$ cat config.mk
export PLATFORM = sky130hd
export DESIGN_NAME = mem_port_arbiter
export DESIGN_NICKNAME = d
export VERILOG_FILES = /design/src/rtl/mem_arb_pkg.sv /design/src/rtl/rr_pick_2.sv /design/src/rtl/mem_port_arbiter.sv
export SDC_FILE = /design/constraint.sdc
export NUM_CORES = 1
export LEC_CHECK = 0
export BUFFER_PORTS_ARGS = -buffer_cell sky130_fd_sc_hd__buf_2
export CAP_MARGIN = 20
export CORE_MARGIN = 4
export CORE_UTILIZATION = 35
export CTS_CLUSTER_DIAMETER = 30
export DETAILED_ROUTE_END_ITERATION = 12
export GPL_ROUTABILITY_DRIVEN = 1
export PLACE_DENSITY = 0.71
export SLEW_MARGIN = 30
export SYNTH_ARGS = -nofsm -noshare
export SYNTH_HDL_FRONTEND = slang
export SYNTH_SLANG_ARGS = --single-unit
$ cat constraint.sdc
create_clock -name clk -period 5.85 [get_ports clk]
set_clock_uncertainty 0.1 [all_clocks]
set_input_delay 0 -clock clk [delete_from_list [all_inputs] [get_ports clk]]
set_output_delay 0 -clock clk [all_outputs]
set_load 0.05 [all_outputs]
$ cat src/rtl/mem_arb_pkg.sv
// Shared types and constants for the IFU/LSU memory port arbiter.
package mem_arb_pkg;

  typedef enum logic [1:0] {IDLE, ISSUE, WAIT, RESP} arb_state_t;

  localparam logic OWNER_IFU = 1'b0;
  localparam logic OWNER_LSU = 1'b1;

endpackage

$ cat src/rtl/rr_pick_2.sv
// Two-way round-robin picker: a lone requester wins, a tie goes to the one
// that was not granted last. req[0] is the IFU, req[1] the LSU.
module rr_pick_2 (
  input  logic [1:0] req,
  input  logic       last,
  output logic       gnt_valid,
  output logic       gnt_id
);

  always_comb begin
    gnt_valid = |req;
    gnt_id    = req[1];
    if (&req) gnt_id = ~last;
  end

endmodule

$ cat src/rtl/mem_port_arbiter.sv
// Shares a single-port memory between instruction fetch and load/store with
// round-robin arbitration, one outstanding access and fixed read latency.
module mem_port_arbiter #(
  parameter int DATA_WIDTH  = 32,
  parameter int ADDR_WIDTH  = 32,
  parameter int MEM_LATENCY = 2
) (
  input  logic                  clk,
  input  logic                  rst,
  input  logic                  ifu_req,
  input  logic [ADDR_WIDTH-1:0] ifu_addr,
  output logic                  ifu_ack,
  input  logic                  lsu_req,
  input  logic                  lsu_we,
  input  logic [ADDR_WIDTH-1:0] lsu_addr,
  input  logic [DATA_WIDTH-1:0] lsu_wdata,
  output logic                  lsu_ack,
  output logic [DATA_WIDTH-1:0] rdata,
  output logic                  addr_sel,
  output logic                  busy,
  output logic                  mem_en,
  output logic                  mem_we,
  output logic [ADDR_WIDTH-1:0] mem_addr,
  output logic [DATA_WIDTH-1:0] mem_wdata,
  input  logic [DATA_WIDTH-1:0] mem_rdata
);

  import mem_arb_pkg::*;

  localparam int CNT_W = $clog2(MEM_LATENCY + 1);
  localparam logic [CNT_W-1:0] CNT_LOAD = CNT_W'(MEM_LATENCY - 1);

  arb_state_t            state_q, state_d;
  logic                  last_q, last_d;
  logic [CNT_W-1:0]      cnt_q, cnt_d;
  logic                  addr_sel_q, addr_sel_d;
  logic                  mem_en_q, mem_en_d;
  logic                  mem_we_q, mem_we_d;
  logic [ADDR_WIDTH-1:0] mem_addr_q, mem_addr_d;
  logic [DATA_WIDTH-1:0] mem_wdata_q, mem_wdata_d;
  logic [DATA_WIDTH-1:0] rdata_q, rdata_d;
  logic                  ifu_ack_q, ifu_ack_d;
  logic                  lsu_ack_q, lsu_ack_d;
  logic                  busy_q, busy_d;

  logic gnt_valid;
  logic gnt_id;

  rr_pick_2 u_pick (
    .req       ({lsu_req, ifu_req}),
    .last      (last_q),
    .gnt_valid (gnt_valid),
    .gnt_id    (gnt_id)
  );

  always_comb begin
    state_d     = state_q;
    last_d      = last_q;
    cnt_d       = cnt_q;
    addr_sel_d  = addr_sel_q;
    mem_en_d    = 1'b0;
    mem_we_d    = mem_we_q;
    mem_addr_d  = mem_addr_q;
    mem_wdata_d = mem_wdata_q;
    rdata_d     = rdata_q;
    ifu_ack_d   = 1'b0;
    lsu_ack_d   = 1'b0;

    case (state_q)
      IDLE: begin
        if (gnt_valid) begin
          state_d    = ISSUE;
          last_d     = gnt_id;
          addr_sel_d = gnt_id;
          mem_en_d   = 1'b1;
          if (gnt_id == OWNER_LSU) begin
            mem_we_d    = lsu_we;
            mem_addr_d  = lsu_addr;
            mem_wdata_d = lsu_wdata;
          end else begin
            mem_we_d    = 1'b0;
            mem_addr_d  = ifu_addr;
            mem_wdata_d = '0;
          end
        end
      end
      ISSUE: begin
        cnt_d   = CNT_LOAD;
        state_d = WAIT;
      end
      WAIT: begin
        // Ack is raised on the capture edge so it lands in the RESP cycle.
        if (cnt_q == '0) begin
          if (!mem_we_q) rdata_d = mem_rdata;
          state_d = RESP;
          if (addr_sel_q == OWNER_LSU) lsu_ack_d = 1'b1;
          else                         ifu_ack_d = 1'b1;
        end else begin
          cnt_d = cnt_q - CNT_W'(1);
        end
      end
      RESP:    state_d = IDLE;
      default: state_d = IDLE;
    endcase

    busy_d = (state_d != IDLE);
  end

  always_ff @(posedge clk or posedge rst) begin
    if (rst) begin
      state_q     <= IDLE;
      last_q      <= OWNER_LSU;
      cnt_q       <= '0;
      addr_sel_q  <= 1'b0;
      mem_en_q    <= 1'b0;
      mem_we_q    <= 1'b0;
      mem_addr_q  <= '0;
      mem_wdata_q <= '0;
      rdata_q     <= '0;
      ifu_ack_q   <= 1'b0;
      lsu_ack_q   <= 1'b0;
      busy_q      <= 1'b0;
    end else begin
      state_q     <= state_d;
      last_q      <= last_d;
      cnt_q       <= cnt_d;
      addr_sel_q  <= addr_sel_d;
      mem_en_q    <= mem_en_d;
      mem_we_q    <= mem_we_d;
      mem_addr_q  <= mem_addr_d;
      mem_wdata_q <= mem_wdata_d;
      rdata_q     <= rdata_d;
      ifu_ack_q   <= ifu_ack_d;
      lsu_ack_q   <= lsu_ack_d;
      busy_q      <= busy_d;
    end
  end

  assign ifu_ack   = ifu_ack_q;
  assign lsu_ack   = lsu_ack_q;
  assign rdata     = rdata_q;
  assign addr_sel  = addr_sel_q;
  assign busy      = busy_q;
  assign mem_en    = mem_en_q;
  assign mem_we    = mem_we_q;
  assign mem_addr  = mem_addr_q;
  assign mem_wdata = mem_wdata_q;

endmodule
# Yosys cells after proc, flatten, opt, wreduce, memory -nomap -nowiden
# Cells that the tools add are included.
# totals
ff_bits,107
elab_cells,45
# op_classes
addsub,1
eq_ne,4
muxes,17
bitwise,2
reduce_logical,9
# ops
cell,n
two-way mux 32 bit,2
two-way mux 1 bit,10
one-hot mux 2 bit (4 select lines),1
two-way mux 2 bit,3
AND reduction 2 bit,3
== test 2 bit (second input constant),2
zero test 2 bit,2
one-hot mux 2 bit (2 select lines),1
nonzero test 2 bit,2
AND reduction 3 bit,1
== test 2 x 1 -> 1 bit (second input constant),1
inequality test 2 bit (second input constant),1
NOT 1 bit,2
OR reduction 2 bit,1
subtractor 2 x 1 -> 2 bit (second input constant),1

# Logic depth before layout (Yosys ltp)
# depth
depth_word,4
depth_mapped,7
depth_no_buf,6

# Modules after synthesis
# Synthesis repeated with hierarchy kept, for this count alone.
# hier_totals
hier_cells,392
hier_area_um2,4531.8
# modules_own_cells
mod,instances,cells_each,area_per_inst_um2,seq_area_each_um2
mem_port_arbiter,1,390,4518.1,2678.8
rr_pick_2,1,2,13.8,0.0

# Worst setup path after synthesis
# Ideal clock, no wire load.
# synth_path
path_type,reg-to-reg
from,register state_q[0]
to,"register rdata_q[0], in the netlist rdata[0]"
arrival_time_ps,1529
t_required_ps,5625
slack_ps,4096
stages_incl_launch_ff,8
path_buffers,2
period_less_slack_ps,1754
path_cell_list,dfrtp_1 > inv_1 > ha_1 > nand2_2 > or2_1 > buf_6 > buf_12 > mux2_4
# synth_between
elab_chain_len,2
# synth_rtl
item,line_no,source
"start, declared",mem_port_arbiter.sv:33,"arb_state_t state_q, state_d;"
"start signal, assigned",mem_port_arbiter.sv:124,state_q <= state_d;
== test 2 bit,mem_port_arbiter.sv:69,case (state_q)
AND reduction 3 bit (no source line),n/a,
"end signal, assigned",mem_port_arbiter.sv:132,rdata_q <= rdata_d;
"end, declared",mem_port_arbiter.sv:41,"logic [DATA_WIDTH-1:0] rdata_q, rdata_d;"
# Every way passes these cells.
# A chain may end at the register's enable or synchronous reset.

# Worst setup path in the final report
# layout_path
from,register state_q[0]
to,"register mem_addr_q[28], in the netlist mem_addr[28]"
# layout_between
elab_chain_len,2
# layout_rtl
item,line_no,source
zero test 2 bit,mem_port_arbiter.sv:69,
AND reduction 2 bit (no source line),n/a,
"end signal, assigned",mem_port_arbiter.sv:130,mem_addr_q <= mem_addr_d;
"end, declared",mem_port_arbiter.sv:39,"logic [ADDR_WIDTH-1:0] mem_addr_q, mem_addr_d;"
# Every way passes these cells.

==> impl_metrics.env <==
export IMPL_worst_slack_ns=3.37
export IMPL_ant_nets=0
export IMPL_synth_nets=493
export IMPL_cp_end_kind="register"
export IMPL_area_growth_pct=66.6
export IMPL_tns_ns=0
export IMPL_crit_required_ns=6.04
export IMPL_yosysTopAreaCell="dfrtp_1"
export IMPL_fp_coreArea_um2=12200
export IMPL_max_slew_margin=0.527
export IMPL_regArea_um2=2680
export IMPL_drt_pass1_iterations=4
export IMPL_totalWireLength_um=14300
export IMPL_multi_input_area_um2=1530
export IMPL_power_density_nw_per_um2=663
export IMPL_critical_path_class="register to register"
export IMPL_n_antenna_cell=0
export IMPL_fmax_mhz=403
export IMPL_grt_pass1_wl_um=23200
export IMPL_hp_start="lsu_req"
export IMPL_fp_dieH_um=120
export IMPL_syn_area_um2=4390
export IMPL_port_buffers=234
export IMPL_synth_edf_count=0
export IMPL_netlist_instances=355
export IMPL_clk_pin_slew_ns=0.07
export IMPL_ys_ff_latch=107
export IMPL_clock_sinks=107
export IMPL_row_count=40
export IMPL_synth_commonest_cells="106 x dfrtp_1, 64 x a21oi_1, 35 x nor2_1"
export IMPL_critPathLaunchType="register"
export IMPL_dp_worst_setup_slack_ns=3.57
export IMPL_worstHoldPathType="primary input to register"
export IMPL_cts_buffer_depth=2
export IMPL_post_cts_resized=0
export IMPL_stdcell_count=884
export IMPL_yosys_most_used_dff="dfrtp_1"
export IMPL_grt_usage=0.204
export IMPL_tightest_slew_ns=0.710
export IMPL_reg2reg_from="state_q[0]$_DFF_PP0_"
export IMPL_cts_root_buf="clkbuf_16"
export IMPL_grt_pass1_vias=4774
export IMPL_dpl_cell_count=736
export IMPL_crit_arrival_ns=2.67
export IMPL_finalHoldViolCount=0
export IMPL_rsz0062_at_grt="false"
export IMPL_setup_violations_final=0
export IMPL_hold_depth=3
export IMPL_finalNetCount=849
export IMPL_leakagePower_nw=3.73
export IMPL_gp_congestion=0.782
export IMPL_drive_gt1_frac=0.412
export IMPL_grt_max_degree=68
export IMPL_cts_htree_levels=3
export IMPL_drc=0
export IMPL_die_x_um=120
export IMPL_numCtsBuffers=9
export IMPL_yosys_warnings=0
export IMPL_antenna_found_initial=0
export IMPL_synth_cell_types=30
export IMPL_worstReg2RegEnd="mem_addr[28]$_DFFE_PP0P_"
export IMPL_vias=4264
export IMPL_maxCapViolCount=0
export IMPL_yosysSeqAreaShare=0.610
export IMPL_ctsHoldBuffers=132
export IMPL_overflow=0
export IMPL_reg2reg_slack_ns=3.37
export IMPL_cts_tree="done"
export IMPL_post_cts_buffers=0
export IMPL_p_total_mw=4.84
export IMPL_r2r_cells=7
export IMPL_dpl_hpwl_um=8480
export IMPL_viasPerCell=4.82
export IMPL_die_area_um2=14400
export IMPL_period_share=0.424
export IMPL_status="finished, final reports clean"
export IMPL_yosysMostFrequentCell="dfrtp_1"
export IMPL_clk_latency_ns=0.35
export IMPL_synth_area_top_cells="dfrtp_1 60%, mux2_4 10%, a21oi_1 7.3%"
export IMPL_holdPathEnd="mem_en$_DFF_PP0_"
export IMPL_initial_core_util=0.361
export IMPL_syn_avg_cell_area_um2=12.4
export IMPL_routedWlPerCell_um=16.2
export IMPL_crit_fanout=67
export IMPL_fillCellCount=966
export IMPL_fin_crit_ns=2.48
export IMPL_yosysTopAreaCellShare=0.605
export IMPL_peakVddDrop_uv=369
export IMPL_drtIter0Drc=174
export IMPL_io_pins=235
export IMPL_synthArstFlopShare=1.00
export IMPL_slew_violations=0
-- metrics by stage --
stage / area, um^2 / hold WS [ns] / utilization
after floorplan: 4390 / 0.0290 / -
after global placement: 5630 / 0.0291 / 0.463
after detailed placement: 5630 / 0.0456 / 0.463
after CTS: 7310 / 0.210 / 0.601
after global routing: 7310 / 0.243 / 0.601
final: 7310 / 0.200 / 0.601
-- logic make-up (layout without fill, tap and decap cells) --
group	after synthesis	count (layout)	synth area share
flip-flops	107	107	0.610
AO/OA/AOI/OAI	106	106	0.155
AND/OR/NAND/NOR	75	75	0.0684
multiplexers	32	32	0.108
buffers and inverters	30	391	0.0445
adder cells (fa/ha/maj)	5	5	0.0143
-- sequential cells by signal, summed over array words and instances, names as in the netlist --
signal     flops
addr_sel       1
busy           1
cnt_q          2
ifu_ack        1
last_q         1
lsu_ack        1
mem_addr      32
mem_en         1
mem_wdata     32
mem_we         1
rdata         32
state_q        2
-- metal layers --
| layer | wire, um | share of wire | global-route usage | vias to the layer above |
|---|---|---|---|---|
| met2 | 7360 | 0.51 | 0.364 | 215 |
| met3 | 1050 | 0.073 | 0.0646 | 56 |
| met4 | 603 | 0.042 | 0.102 | 0 |
| li1 | - | - | - | 1942 |
| met5 | 0 | 0 | 0 | - |
| met1 | 5330 | 0.37 | 0.216 | 2051 |
-- how the worst max path moves through the flow --
stage | slack [ns] | to | cells past startpoint | from
5_1_grt | 3.22 | mem_addr[30]$_DFFE_PP0P_ | 7 | state_q[0]$_DFF_PP0_
6_report | 3.37 | mem_addr[28]$_DFFE_PP0P_ | 7 | state_q[0]$_DFF_PP0_
2_1_floorplan | 2.93 | addr_sel$_DFFE_PP0P_ | 1 | rst
4_1_cts | 3.23 | mem_addr[13]$_DFFE_PP0P_ | 7 | state_q[0]$_DFF_PP0_
3_3_place_gp | 3.65 | rdata[6]$_DFFE_PP0P_ | 5 | state_q[0]$_DFF_PP0_
3_5_place_dp | 3.57 | rdata[6]$_DFFE_PP0P_ | 5 | state_q[0]$_DFF_PP0_
-- cell usage in the layout (no fill, tap or decap), drive strengths merged --
master / count
buf: 237
nor2: 35
inv: 8
nor3: 1
o2bb2ai: 1
dfrtp: 106
mux2: 32
a21o: 2
a22o: 33
a21bo: 1
nand2: 34
dlygate4sd3: 132
a21oi: 64
or2: 2
or2b: 1
o21ai: 3
dfstp: 1
and3: 1
ha: 5
bufinv: 3
and2: 1
a21boi: 1
clkbuf: 11
a311oi: 1
-- cell type report --
class | count | share of cell area
Clock buffer | 11 | 0.0332
Clock inverter | 5 | 0.0147
Timing Repair Buffer | 369 | 0.344
Tap cell | 168 | 0.0288
Sequential cell | 107 | 0.367
Multi-Input combinational cell | 218 | 0.209
Inverter | 6 | 0.00342
-- where the power goes --
| group | internal, mW | total (mW) | leakage [nW] | switching [mW] |
|---|---|---|---|---|
| Clock | 0.433 | 0.703 | 0.171 | 0.270 |
| Combinational | 0.937 | 2.82 | 2.28 | 1.88 |
| Sequential | 1.11 | 1.32 | 1.28 | 0.210 |
| Total | 2.48 | 4.84 | 3.73 | 2.36 |
-- critical path, cell delays in order, from the launching register on --
cell and delay [ns]:
dfrtp_1 0.37, inv_1 0.09, ha_1 0.26, o21ai_4 0.08
buf_4 0.57, a21oi_1 0.16, a21oi_1 0.17, dlygate4sd3_1 0.57
(Power assumes the default switching activity.)
